<file path="config.mk">
export PLATFORM = sky130hd
export DESIGN_NAME = rope_flash_reader
export DESIGN_NICKNAME = d
export VERILOG_FILES = /design/src/rtl/rope_flash_reader.sv
export SDC_FILE = /design/constraint.sdc
export NUM_CORES = 1
export LEC_CHECK = 0
export ABC_AREA = 1
export CAP_MARGIN = 20
export CORE_ASPECT_RATIO = 0.7
export CORE_MARGIN = 1.5
export CORE_UTILIZATION = 45
export DETAILED_ROUTE_END_ITERATION = 10
export GPL_TIMING_DRIVEN = 0
export PLACE_DENSITY = 0.73
export SLEW_MARGIN = 20
export SYNTH_ARGS = -nofsm -noshare
export SYNTH_HDL_FRONTEND = slang
export SYNTH_SLANG_ARGS = --single-unit
</file>
<file path="constraint.sdc">
create_clock -name SIM_CLK -period 2.4 [get_ports SIM_CLK]
set_input_delay 0.48 -clock SIM_CLK [delete_from_list [all_inputs] [get_ports SIM_CLK]]
set_output_delay 0.48 -clock SIM_CLK [all_outputs]
set_load 0.005 [all_outputs]
</file>
<file path="src/rtl/rope_flash_reader.sv">
// rtl/rope_flash_reader.sv - core-rope flash read sequencer with last-word buffer (optional ROPE_PARITY_CHECK_EN)
module rope_flash_reader #(
    parameter int SETUP_CYCLES   = 1,
    parameter int ACCESS_CYCLES  = 120,
    parameter int RECOVER_CYCLES = 2
) (
    input  logic        SIM_CLK,
    input  logic        SIM_RST,
    input  logic        req_valid,
    output logic        req_ready,
    input  logic [16:0] req_addr,
    output logic        rsp_valid,
    input  logic        rsp_ready,
    output logic [15:0] rsp_data,
    output logic        rsp_hit,
    output logic        parity_err,
    output logic [16:0] flash_a,
    output logic        flash_ce_n,
    output logic        flash_oe_n,
    output logic        flash_we_n,
    input  logic [15:0] flash_dq
);

    typedef enum logic [2:0] {
        S_IDLE,
        S_SETUP,
        S_ACCESS,
        S_RESP,
        S_RECOVER
    } state_t;

    localparam logic [7:0] SETUP_LD   = 8'(SETUP_CYCLES - 1);
    localparam logic [7:0] ACCESS_LD  = 8'(ACCESS_CYCLES - 1);
    localparam logic [7:0] RECOVER_LD = 8'(RECOVER_CYCLES - 1);

    state_t      state_q;
    logic [7:0]  cnt_q;
    logic        req_ready_q;
    logic        rsp_valid_q;
    logic [15:0] rsp_data_q;
    logic        rsp_hit_q;
    logic        perr_q;
    logic [16:0] flash_a_q;
    logic        ce_n_q;
    logic        oe_n_q;
    logic        buf_valid_q;
    logic [16:0] buf_addr_q;
    logic [15:0] buf_data_q;

    // Parity status of the word being captured and of the buffered word
    logic        cap_perr;
    logic        buf_perr;

`ifdef ROPE_PARITY_CHECK_EN
    assign cap_perr = ~^flash_dq;
    assign buf_perr = ~^buf_data_q;
`else
    assign cap_perr = 1'b0;
    assign buf_perr = 1'b0;
`endif

    assign req_ready  = req_ready_q;
    assign rsp_valid  = rsp_valid_q;
    assign rsp_data   = rsp_data_q;
    assign rsp_hit    = rsp_hit_q;
    assign parity_err = perr_q;
    assign flash_a    = flash_a_q;
    assign flash_ce_n = ce_n_q;
    assign flash_oe_n = oe_n_q;
    assign flash_we_n = 1'b1;

    // Read sequencer: accept, buffer lookup, strobe timing, response hold, recovery
    always_ff @(posedge SIM_CLK) begin
        if (SIM_RST) begin
            state_q     <= S_IDLE;
            cnt_q       <= 8'd0;
            req_ready_q <= 1'b0;
            rsp_valid_q <= 1'b0;
            rsp_data_q  <= 16'd0;
            rsp_hit_q   <= 1'b0;
            perr_q      <= 1'b0;
            flash_a_q   <= 17'd0;
            ce_n_q      <= 1'b1;
            oe_n_q      <= 1'b1;
            buf_valid_q <= 1'b0;
            buf_addr_q  <= 17'd0;
            buf_data_q  <= 16'd0;
        end else begin
            case (state_q)
                S_IDLE: begin
                    if (req_ready_q && req_valid) begin
                        req_ready_q <= 1'b0;
                        if (buf_valid_q && (req_addr == buf_addr_q)) begin
                            // rsp_valid follows one edge later, raised in S_RESP
                            rsp_data_q <= buf_data_q;
                            rsp_hit_q  <= 1'b1;
                            perr_q     <= buf_perr;
                            state_q    <= S_RESP;
                        end else begin
                            flash_a_q <= req_addr;
                            cnt_q     <= SETUP_LD;
                            state_q   <= S_SETUP;
                        end
                    end else begin
                        req_ready_q <= 1'b1;
                    end
                end
                S_SETUP: begin
                    if (cnt_q == 8'd0) begin
                        ce_n_q  <= 1'b0;
                        oe_n_q  <= 1'b0;
                        cnt_q   <= ACCESS_LD;
                        state_q <= S_ACCESS;
                    end else begin
                        cnt_q <= cnt_q - 8'd1;
                    end
                end
                S_ACCESS: begin
                    if (cnt_q == 8'd0) begin
                        rsp_data_q  <= flash_dq;
                        rsp_hit_q   <= 1'b0;
                        rsp_valid_q <= 1'b1;
                        perr_q      <= cap_perr;
                        ce_n_q      <= 1'b1;
                        oe_n_q      <= 1'b1;
                        // A word with bad parity must never be replayed from the buffer
                        buf_valid_q <= ~cap_perr;
                        buf_addr_q  <= flash_a_q;
                        buf_data_q  <= flash_dq;
                        state_q     <= S_RESP;
                    end else begin
                        cnt_q <= cnt_q - 8'd1;
                    end
                end
                S_RESP: begin
                    if (!rsp_valid_q) begin
                        rsp_valid_q <= 1'b1;
                    end else if (rsp_ready) begin
                        rsp_valid_q <= 1'b0;
                        if (rsp_hit_q) begin
                            req_ready_q <= 1'b1;
                            state_q     <= S_IDLE;
                        end else begin
                            cnt_q   <= RECOVER_LD;
                            state_q <= S_RECOVER;
                        end
                    end
                end
                S_RECOVER: begin
                    if (cnt_q == 8'd0) begin
                        req_ready_q <= 1'b1;
                        state_q     <= S_IDLE;
                    end else begin
                        cnt_q <= cnt_q - 8'd1;
                    end
                end
                default: begin
                    state_q <= S_IDLE;
                end
            endcase
        end
    end

endmodule

</file>
==> impl_metrics.ini <==
[cts]
clk_transition_reported_paths_ns = 0.06
postCtsSetupRepairBufs = 0
cts_root_buffer = sky130_fd_sc_hd__clkbuf_16
tritoncts_clock_tree = built
tritoncts.num_buffers = 9
cts-hold-fix-buffers = 0
clock_path_buffers = 2
gates_resized_cts_repair = 0
ctsHtreeMaxLevel = 3
numClockSinks = 82
worst_skew_pair.late_latency_ns = 0.34

[cells_and_area]
insertedDiodeCount = 0
post_route_cells_drive_above_1_share = 0.1022
nets = 729
area_growth_syn_to_layout_pct = 28.38

[min_path]
timing.hold.worst.class = reg2reg
holdPathStages = 2
hold_path.startpoint = buf_data_q[5]$_SDFFE_PP0P_
min_delay_worst_endpoint = buf_data_q[5]$_SDFFE_PP0P_

[critical_path]
worstRegToRegCells = 10
critPathTopFamily = simple AND/OR/NAND/NOR gates
crit_path_cell_trace = clkdlybuf4s50_1 -> inv_1 -> nand2_1 -> o21ai_1 -> nor2_1 -> nor3b_1 -> nand3_2 -> buf_6 -> a21oi_1 -> nor2_1
timing.critical_path.from_type = input port
critPathMaxStageDelay_ns = 0.48
crit_path_max_fanout = 10
cpMaxStageDelayCell = sky130_fd_sc_hd__clkdlybuf4s50_1
regToRegEndpoint = buf_addr_q[16]$_SDFFE_PP0P_
regToRegSetupSlack_ns = 0.54
path_class = in2reg
worstSetupEndpointType = flop
critical_path.n_buffers_inverters = 3
timing.critical_path.required_ns = 2.64
critPathArrivalTime_ns = 2.33
critical_path.most_common_cell = sky130_fd_sc_hd__nor2_1
regToRegStartpoint = cnt_q[0]$_SDFFE_PP0P_

[sta]
tightestPinTransition_ns = 0.6079
final-hold-violation-count = 0
headroom_to_the_max_slew_limit = 0.5948
final.min_clock_period_ns = 2.091
final.setup_skew_ns = 0.007603
maxClockFrequency_mhz = 478.3
slew_viol_final = 0
final_hold_slack_ns = 0.4694
setup_viol = 0
unrepaired_setup_endpoints_after_global_routing = false
final.period_utilization = 0.8711
tns_ns = 0

[logic_synthesis]
synthCells = 605
synth_ff_type = sky130_fd_sc_hd__dfxtp_1
synth.yosys.seq_area_share = 0.3936
syn_area_mm2 = 0.004170
netlist_top_cells_count = 114 x sky130_fd_sc_hd__nand2_1, 82 x sky130_fd_sc_hd__dfxtp_1, 82 x sky130_fd_sc_hd__nor2_1, 73 x sky130_fd_sc_hd__inv_1, 58 x sky130_fd_sc_hd__a21oi_1
yosysMostFrequentCell = sky130_fd_sc_hd__nand2_1
yosysTopAreaCell = sky130_fd_sc_hd__dfxtp_1
number_of_storage_elements_in_the_synthesis_netlist = 82
yosysTopAreaCellShare = 0.3936
syn_avg_cell_area_um2 = 6.893
synth_area_leaders = sky130_fd_sc_hd__dfxtp_1 39%, sky130_fd_sc_hd__nand2_1 10%, sky130_fd_sc_hd__nor2_1 7.4%, sky130_fd_sc_hd__a21oi_1 7.0%, sky130_fd_sc_hd__inv_1 6.6%
synth_nets = 644
ys_async_sr_fraction = 0
post_synth_num_cell_types = 34
ys_warn_count = 0
synth_enable_flop_cells = 0

[floorplan]
die_y_um = 83.54
top_level_ports = 77
die_x_um = 118.1
initial_core_util = 0.4616
placement_rows = 29
core-area_mm2 = 0.009035
die_area_mm2 = 0.009863

[route]
routedWlPerCell_um = 14.31
route.antenna.remaining_nets = 0
firstDrtPassIters = 5
vias_per_cell = 5.098
route.detailed.drc = 0
routed_wirelength_um = 11720
route.vias.total = 4175
detail_route.iter0.violations = 357

[placement]
dp_hpwl_um = 8645
place_congestion = 0.9651
io_buffer_count = 74

[power]
p_per_area_mw_per_mm2 = 1124
clock_network_fraction_of_design_power = 0.225
total_leakage_power_nw = 2.193
share_of_total_power_in_combinational_logic = 0.464
power.ir.vdd_worst_uv = 780.7
p_int_mw = 3.580
power.switching_fraction = 0.4053
reported_net_switching_power_mw = 2.439
seq_power_share = 0.312

[global_route]
globalRouteTotalUtil = 0.2462
antenna_found_initial = 0
grt_pass1_vias = 3807
grt_overflow = 0
grt_pass1_wl_um = 19310
grt_start_max_net_pins = 14

[run_status]
run_status = completed

[run]
maxCapViolCount = 0
==> flip-flops by register name, summed over array words and instances (netlist names) <==
signal / count
rsp_data: 16
rsp_hit: 1
rsp_valid: 1
req_ready: 1
flash_a: 17
buf_addr_q: 17
state_q: 3
flash_oe_n: 1
buf_data_q: 16
cnt_q: 8
buf_valid_q: 1
==> logic make-up after synthesis <==
group / synth area share
AOI/OAI and AO/OA: 0.1692
xor gates and xnor gates: 0.01890
adders and majority gates: 0.006000
buffers and inverters: 0.1275
DFF: 0.3936
other: 0.001801
and+or+nand+nor: 0.2829
==> area by class of cell <==
class                           instances  area, µm²
Buffer                                 33      209.0
Clock buffer                           11      232.7
Clock inverter                          5      55.05
Fill cell                             820       3681
Inverter                               86      322.8
Multi-Input combinational cell        404       1997
Sequential cell                        82       1642
Tap cell                              124      155.1
Timing Repair Buffer                   74      740.7
==> power by group through the flow <==
stage	logic (mW)	registers (mW)	clock network, mW
2_1_floorplan	1.92	1.87	0
3_3_place_gp	2.68	1.89	0
3_5_place_dp	2.75	1.90	0
4_1_cts	2.77	1.88	1.37
5_1_grt	3.12	1.92	1.44
6_report	2.79	1.88	1.35
==> how the worst max path moves through the flow <==
stage                                from                        to  slack (ns)  cells past startpoint
finish                        req_addr[9]  flash_a[16]$_SDFFE_PP0P_        0.31                     10
global route                 req_addr[14]   flash_a[8]$_SDFFE_PP0P_        0.18                      8
CTS                           req_addr[9]  flash_a[16]$_SDFFE_PP0P_        0.36                     10
detailed placement            req_addr[9]  flash_a[16]$_SDFFE_PP0P_       0.005                     10
global placement              req_addr[9]  flash_a[14]$_SDFFE_PP0P_        0.04                     10
floorplan           cnt_q[0]$_SDFFE_PP0P_   state_q[1]$_SDFFE_PP0P_        0.81                     11
==> per-layer routing <==
layer  share of wire  vias to the layer above  GRT usage
met5               0                        -          0
met4          0.0066                        0    0.04989
met3           0.079                        6    0.05874
met2            0.42                      146     0.3462
met1            0.50                     1923     0.3779
li1                -                     2100          -
==> worst min-delay path, stage by stage, from the launching register on <==
cell	delay, ns
sky130_fd_sc_hd__dfxtp_1	0.29
sky130_fd_sc_hd__inv_1	0.06
sky130_fd_sc_hd__o32ai_1	0.07
==> metrics by stage <==
| stage | instances | util | cell area (µm²) | power (mW) | setup slack (ns) |
|---|---|---|---|---|---|
| 2_1_floorplan | 605 | - | 4170 | 3.794 | 0.8051 |
| 3_3_place_gp | 803 | 0.5607 | 5066 | 4.574 | 0.03512 |
| 3_5_place_dp | 803 | 0.5607 | 5066 | 4.649 | 0.004839 |
| 4_1_cts | 819 | 0.5926 | 5354 | 6.013 | 0.3587 |
| 5_1_grt | 819 | 0.5926 | 5354 | 6.478 | 0.1806 |
| 6_report | 819 | 0.5926 | 5354 | 6.019 | 0.3093 |
==> placed cells by master, fill, tap and decap left out, types with 3 or more instances in the layout <==
cell type and count:
sky130_fd_sc_hd__inv_2 13, sky130_fd_sc_hd__inv_1 73, sky130_fd_sc_hd__buf_6 5, sky130_fd_sc_hd__xnor2_1 4, sky130_fd_sc_hd__o32ai_1 16, sky130_fd_sc_hd__buf_2 11
sky130_fd_sc_hd__dfxtp_1 82, sky130_fd_sc_hd__o21ai_0 39, sky130_fd_sc_hd__nor2_1 82, sky130_fd_sc_hd__buf_4 9, sky130_fd_sc_hd__xor2_1 5, sky130_fd_sc_hd__o21ai_1 11
sky130_fd_sc_hd__nand2_1 114, sky130_fd_sc_hd__nor2_2 3, sky130_fd_sc_hd__clkbuf_1 9, sky130_fd_sc_hd__nand4_1 3, sky130_fd_sc_hd__nand3_1 45, sky130_fd_sc_hd__a21oi_1 58
sky130_fd_sc_hd__clkbuf_16 9, sky130_fd_sc_hd__nand2_2 3, sky130_fd_sc_hd__nor2_4 4, sky130_fd_sc_hd__clkdlybuf4s50_1 74
Note: power is estimated with default switching activity, not from simulation.
